**src/rtl/rom_microseq_pkg.sv**
```systemverilog
// rom_microseq_pkg: shared widths, IR field positions and sequencer states.
package rom_microseq_pkg;
    localparam int ADDR_W     = 6;
    localparam int IR_W       = 26;
    localparam int RA_MSB     = 25;
    localparam int RB_MSB     = 21;
    localparam int RD_MSB     = 17;
    localparam int WE_BIT     = 13;
    localparam int IMMSEL_BIT = 12;
    localparam int ALUOP_MSB  = 10;
    localparam int IMM_MSB    = 7;
    typedef enum logic [2:0] {IDLE, FETCH, EXEC, PAUSE, DONE} state_e;
endpackage

```
**src/rtl/rom_microseq_if.sv**
```systemverilog
// rom_microseq_if: control, ROM and decoded-field signals of the sequencer.
interface rom_microseq_if;
    import rom_microseq_pkg::*;
    logic              start;
    logic              abort;
    logic              step_mode;
    logic              step;
    logic [IR_W-1:0]   rom_data;
    logic [ADDR_W-1:0] rom_addr;
    logic [3:0]        ra_addr;
    logic [3:0]        rb_addr;
    logic [3:0]        rd_addr;
    logic              rf_we;
    logic              imm_sel;
    logic [2:0]        alu_op;
    logic [7:0]        imm;
    logic              busy;
    logic              done;
    modport master (
        output start, abort, step_mode, step, rom_data,
        input  rom_addr, ra_addr, rb_addr, rd_addr, rf_we, imm_sel, alu_op, imm, busy, done
    );
    modport slave (
        input  start, abort, step_mode, step, rom_data,
        output rom_addr, ra_addr, rb_addr, rd_addr, rf_we, imm_sel, alu_op, imm, busy, done
    );
endinterface

```
**src/rtl/rom_microseq_decode.sv**
```systemverilog
// microinst_decode: combinational split of the instruction register into fields.
module microinst_decode
    import rom_microseq_pkg::*;
(
    input  logic [IR_W-1:0] ir,
    output logic [3:0]      ra_addr,
    output logic [3:0]      rb_addr,
    output logic [3:0]      rd_addr,
    output logic            we_bit,
    output logic            imm_sel,
    output logic [2:0]      alu_op,
    output logic [7:0]      imm
);
    // IR[11] is reserved: carried in the IR but never decoded
    logic unused_rsvd;
    assign unused_rsvd = ir[11];
    assign ra_addr = ir[RA_MSB -: 4];
    assign rb_addr = ir[RB_MSB -: 4];
    assign rd_addr = ir[RD_MSB -: 4];
    assign we_bit  = ir[WE_BIT];
    assign imm_sel = ir[IMMSEL_BIT];
    assign alu_op  = ir[ALUOP_MSB -: 3];
    assign imm     = ir[IMM_MSB -: 8];
endmodule

```
**src/rtl/rom_microseq.sv**
```systemverilog
// rom_microseq: PC/IR sequencer over a 64-entry instruction ROM with step and abort control.
module rom_microseq
    import rom_microseq_pkg::*;
#(
    parameter logic [ADDR_W-1:0] LAST_ADDR = 6'd5
) (
    input logic           clk,
    input logic           rst,
    rom_microseq_if.slave bus
);
    localparam logic [2:0] S_IDLE  = IDLE;
    localparam logic [2:0] S_FETCH = FETCH;
    localparam logic [2:0] S_EXEC  = EXEC;
    localparam logic [2:0] S_PAUSE = PAUSE;
    localparam logic [2:0] S_DONE  = DONE;
    logic [2:0]        state;
    logic [ADDR_W-1:0] pc;
    logic [IR_W-1:0]   ir;
    logic              we_bit;
    logic              last;
    logic              wrap;
    assign last = pc == LAST_ADDR;
    assign wrap = &pc;
    always_ff @(posedge clk or posedge rst) begin
        if (rst) begin
            state <= S_IDLE;
            pc    <= '0;
            ir    <= '0;
        end else if (bus.abort) begin
            state <= S_IDLE;
            pc    <= '0;
        end else begin
            case (state)
                S_IDLE, S_DONE: if (bus.start) begin
                    state <= S_FETCH;
                    pc    <= '0;
                end
                S_FETCH: begin
                    ir    <= bus.rom_data;
                    state <= S_EXEC;
                end
                // running off the top of the ROM ends the program instead of wrapping
                S_EXEC: if (last) state <= S_DONE;
                    else if (bus.step_mode) state <= S_PAUSE;
                    else if (wrap) state <= S_DONE;
                    else begin
                        state <= S_FETCH;
                        pc    <= pc + 6'd1;
                    end
                S_PAUSE: if (bus.step) begin
                    state <= wrap ? S_DONE : S_FETCH;
                    pc    <= wrap ? pc : pc + 6'd1;
                end
                default: state <= S_IDLE;
            endcase
        end
    end
    microinst_decode u_decode (
        .ir      (ir),
        .ra_addr (bus.ra_addr),
        .rb_addr (bus.rb_addr),
        .rd_addr (bus.rd_addr),
        .we_bit  (we_bit),
        .imm_sel (bus.imm_sel),
        .alu_op  (bus.alu_op),
        .imm     (bus.imm)
    );
    // abort suppresses the write of the EXEC cycle it lands in
    assign bus.rf_we    = (state == S_EXEC) && we_bit && !bus.abort;
    assign bus.rom_addr = pc;
    assign bus.busy     = (state == S_FETCH) || (state == S_EXEC) || (state == S_PAUSE);
    assign bus.done     = state == S_DONE;
endmodule

```
**src/flat_wrapper.sv**
```systemverilog
// flat-port wrapper written by rule: the top's interface ports become plain ports
module rom_microseq_flat import rom_microseq_pkg::*;
#(
    parameter logic [ADDR_W-1:0] LAST_ADDR = 6'd5
)
  (clk, rst, bus_start, bus_abort, bus_step_mode, bus_step, bus_rom_data, bus_rom_addr, bus_ra_addr, bus_rb_addr, bus_rd_addr, bus_rf_we, bus_imm_sel, bus_alu_op, bus_imm, bus_busy, bus_done);
  rom_microseq_if bus_i ();
  input logic clk;
  input logic rst;
  input wire logic [$bits(bus_i.start)-1:0] bus_start;
  input wire logic [$bits(bus_i.abort)-1:0] bus_abort;
  input wire logic [$bits(bus_i.step_mode)-1:0] bus_step_mode;
  input wire logic [$bits(bus_i.step)-1:0] bus_step;
  input wire logic [$bits(bus_i.rom_data)-1:0] bus_rom_data;
  output wire logic [$bits(bus_i.rom_addr)-1:0] bus_rom_addr;
  output wire logic [$bits(bus_i.ra_addr)-1:0] bus_ra_addr;
  output wire logic [$bits(bus_i.rb_addr)-1:0] bus_rb_addr;
  output wire logic [$bits(bus_i.rd_addr)-1:0] bus_rd_addr;
  output wire logic [$bits(bus_i.rf_we)-1:0] bus_rf_we;
  output wire logic [$bits(bus_i.imm_sel)-1:0] bus_imm_sel;
  output wire logic [$bits(bus_i.alu_op)-1:0] bus_alu_op;
  output wire logic [$bits(bus_i.imm)-1:0] bus_imm;
  output wire logic [$bits(bus_i.busy)-1:0] bus_busy;
  output wire logic [$bits(bus_i.done)-1:0] bus_done;
  assign bus_i.start = bus_start;
  assign bus_i.abort = bus_abort;
  assign bus_i.step_mode = bus_step_mode;
  assign bus_i.step = bus_step;
  assign bus_i.rom_data = bus_rom_data;
  assign bus_rom_addr = bus_i.rom_addr;
  assign bus_ra_addr = bus_i.ra_addr;
  assign bus_rb_addr = bus_i.rb_addr;
  assign bus_rd_addr = bus_i.rd_addr;
  assign bus_rf_we = bus_i.rf_we;
  assign bus_imm_sel = bus_i.imm_sel;
  assign bus_alu_op = bus_i.alu_op;
  assign bus_imm = bus_i.imm;
  assign bus_busy = bus_i.busy;
  assign bus_done = bus_i.done;
  rom_microseq #(.LAST_ADDR(LAST_ADDR)) u_core (.clk(clk), .rst(rst), .bus(bus_i));
endmodule
```
**config.mk**
```make
export PLATFORM = sky130hd
export DESIGN_NAME = rom_microseq_flat
export DESIGN_NICKNAME = d
export VERILOG_FILES = /design/src/rtl/rom_microseq_pkg.sv /design/src/rtl/rom_microseq_if.sv /design/src/rtl/rom_microseq_decode.sv /design/src/rtl/rom_microseq.sv /design/src/flat_wrapper.sv
export SDC_FILE = /design/constraint.sdc
export NUM_CORES = 1
export LEC_CHECK = 0
export ABC_AREA = 1
export BUFFER_PORTS_ARGS = -buffer_cell sky130_fd_sc_hd__buf_2
export CORE_MARGIN = 2
export CORE_UTILIZATION = 49
export DETAILED_ROUTE_END_ITERATION = 8
export GPL_TIMING_DRIVEN = 0
export PLACE_DENSITY = 0.79
export SLEW_MARGIN = 40
export SYNTH_ARGS = -nofsm -noshare
export SYNTH_HDL_FRONTEND = slang
export SYNTH_SLANG_ARGS = --single-unit
```
**constraint.sdc**
```tcl
create_clock -name clk -period 1.78 [get_ports clk]
set_input_delay 0.178 -clock clk [delete_from_list [all_inputs] [get_ports clk]]
set_output_delay 0.178 -clock clk [all_outputs]
set_load 0.02 [all_outputs]
```
==> impl_results.md <==
- Worst-Margin Slew: about 700 ps
- RePlAce Congestion: 0.9091
- Cell count after synthesis: 175
- Routed wire per std cell: 12.16 µm
- Largest net degree at the start of global routing: 35
- Clock-pin slew on the worst setup and hold paths: 70 ps
- Max Cap Viol: 0
- Slew Limit Fails: 0
- Synth cell types: 26
- First-pass GRT wire length: 5.961 mm
- Initial antenna violation count: 0
- Failing checks: hold timing
- Post-Syn Area: 1803 µm²
- Grt ovf: 0
- Root Buffer: clkbuf_8
- PwrDens: 1600 nW/µm²
- Via count: about 1.4k
- Post-CTS Hold Buffers: 0
- Crit Path Category: reg -> reg
- Setup bufs post-CTS: 0
- Number of I/O port buffers: 62
- Drt via density: a little under 5
- Period minus WS final: 1567 ps
- CP max FO: 9
- Starting Density: 0.5000
- Register area share after synthesis: 0.4719
- Mean post-synth cell area: about 10 µm²
- Die area: 4181 µm²
- Drt initial violations: 128
- Diodes inserted: 0
- Reg2Reg Capture Point: u_core.bus.rom_addr[2]
- GR Util All Layers: 0.1863
- CTS tree: built
- HP Class: in -> async
- # rows: 22
- Pwr Total: between 0.003 and 0.004 W
- Reg-to-Reg Start: u_core.bus.rom_addr[0]
- Final hold vios: 6
- R2R setup slack: roughly 210 ps
- CP Launch Type: flop
- Num ports: 65
- Max-slew headroom: 0.5436
- Tcrit/Tclk final: 0.8806
- Static Leak: ~1.3 nW
- Maximum buffer depth of the clock tree: 2
- Critical Path AT: 1740 ps
- Reg2reg path depth: 9
- Top cells by area, synth: dfrtp_1, mux2_4, nand2_1
- Cts bufs inserted: 5
- FMAX: 0.6380 GHz
- WP data required: 1950 ps
- Worst hold slack: -6.359 ps
- Layout cell share with drive strength beyond 1: 0.4836
- Vias in the first global route: between 1k and 1.5k
- Chip height: about 65 µm
- DRT Pass-1 Iters: 4
- Endpoints failing setup: 0
- # H-tree levels: 2
- Post-layout net count: 278
- Clock sink count: 34
- Synth top area share: 0.4719
- Setup tns final: 0 ps
- Yosys warns: 0
- Worst Setup SP: u_core.bus.rom_addr[0]
- Core area: 3606 µm²
- Crit. End Element: flop
- Antenna Nets Post-Route: 0
- RSZ-0062 raised after global routing: no
- Drt drc: 0
- Clk Latency, worst-skew pair: roughly 280 ps
- Synthesized Nets: 209
- Post-DP HPWL: 2.781 mm
- Worst VDD drop: 0.0009003 V
- Post-CTS sizing: 0
- Yosys reg bits: 34
- Die X: 64.66 µm
- Syn-to-layout area delta: 24.91%
- Leading area contributor after synthesis: dfrtp_1
- Total Wirelength: approximately 3.6 mm
- Layout Skew: 4.129 ps
- Crit path capture: u_core.bus.rom_addr[2]
- Status: finished, violations left
==> flip-flops by register name (all words and copies together), names as in the netlist <==
signal               count
u_core.ir               25
u_core.state             3
u_core.bus.rom_addr      6
==> worst max-delay path: stages (launching register included) <==
cell	delay, ps
dfrtp_1	480
ha_1	240
nand2_1	60
nor2_1	40
nand2_1	130
nand2_1	120
nand2_1	90
nand3_2	140
nand2_1	90
nand2_1	60
==> worst min-delay path by stage <==
stage,endpoint,slack [ps]
floorplan,u_core.bus.rom_addr[0],320
global route,u_core.ir[20],60
CTS,u_core.ir[16],20
finish,u_core.ir[16],-6
detailed placement,u_core.ir[16],330
global placement,u_core.ir[16],410
==> per-stage QoR <==
stage / utilization / area [µm²] / hold slack, ps / setup WS, ps / instances
CTS: 0.6246 / 2252 / 23.89 / 211.7 / 292
detailed placement: 0.6027 / 2173 / 328.5 / 208.2 / 285
global placement: 0.6027 / 2173 / 408.1 / 241.0 / 285
global route: 0.6246 / 2252 / 62.26 / 56.52 / 292
floorplan: - / 1803 / 319.6 / 296.0 / 175
finish: 0.6246 / 2252 / -6.359 / 212.5 / 292
==> cells in the mapped netlist, drive strengths merged <==
cell     n
mux2    24
ha       2
nand3   15
nand2   48
inv     16
o21bai   1
nor2    19
a21oi    3
a31oi    1
buf      4
nand4    1
dfrtp   34
o21ai    3
or2      1
nor4     1
nor3     2
==> layout make-up <==
type | instances | area, µm²
multi-input cells | 121 | 853.3
clock buffers | 5 | 68.82
fillers | 301 | 1354
clock inverters | 2 | 10.01
repair buffers | 62 | 310.3
inverters | 16 | 60.06
plain buffers | 4 | 38.79
flip-flops and latches | 34 | 850.8
well taps | 48 | 60.06
==> where the power goes <==
group	internal (W)	switching [W]	total [W]	leakage, nW
sequential	0.00110	0.000194	0.00129	0.418
clock	0.000262	0.000255	0.000517	0.0438
combinational	0.000816	0.000982	0.00180	0.798
==> metal layers <==
metal	routed length (µm)	vias to the layer above	GRT usage
met5	0	-	0
met1	1586	670	0.2454
met3	193	2	0.06424
met2	1761	36	0.3034
met4	9	0	0.03191
li1	-	701	-
==> kinds of logic after synthesis <==
logic type      share of synthesized area
simple gates                       0.2353
flops                              0.4719
mux                                0.1874
buf+inv                           0.05482
compound gates                    0.03678
fa+ha+maj                         0.01388
==> placed cells by master, fill, tap and decap left out, drive strengths merged <==
master  instances
a21oi           3
a31oi           1
buf            66
clkbuf          5
clkinv          2
dfrtp          34
ha              2
inv            16
mux2           24
nand2          48
nand3          15
nand4           1
nor2           19
nor3            2
nor4            1
o21ai           3
o21bai          1
or2             1
(Power assumes the default switching activity.)
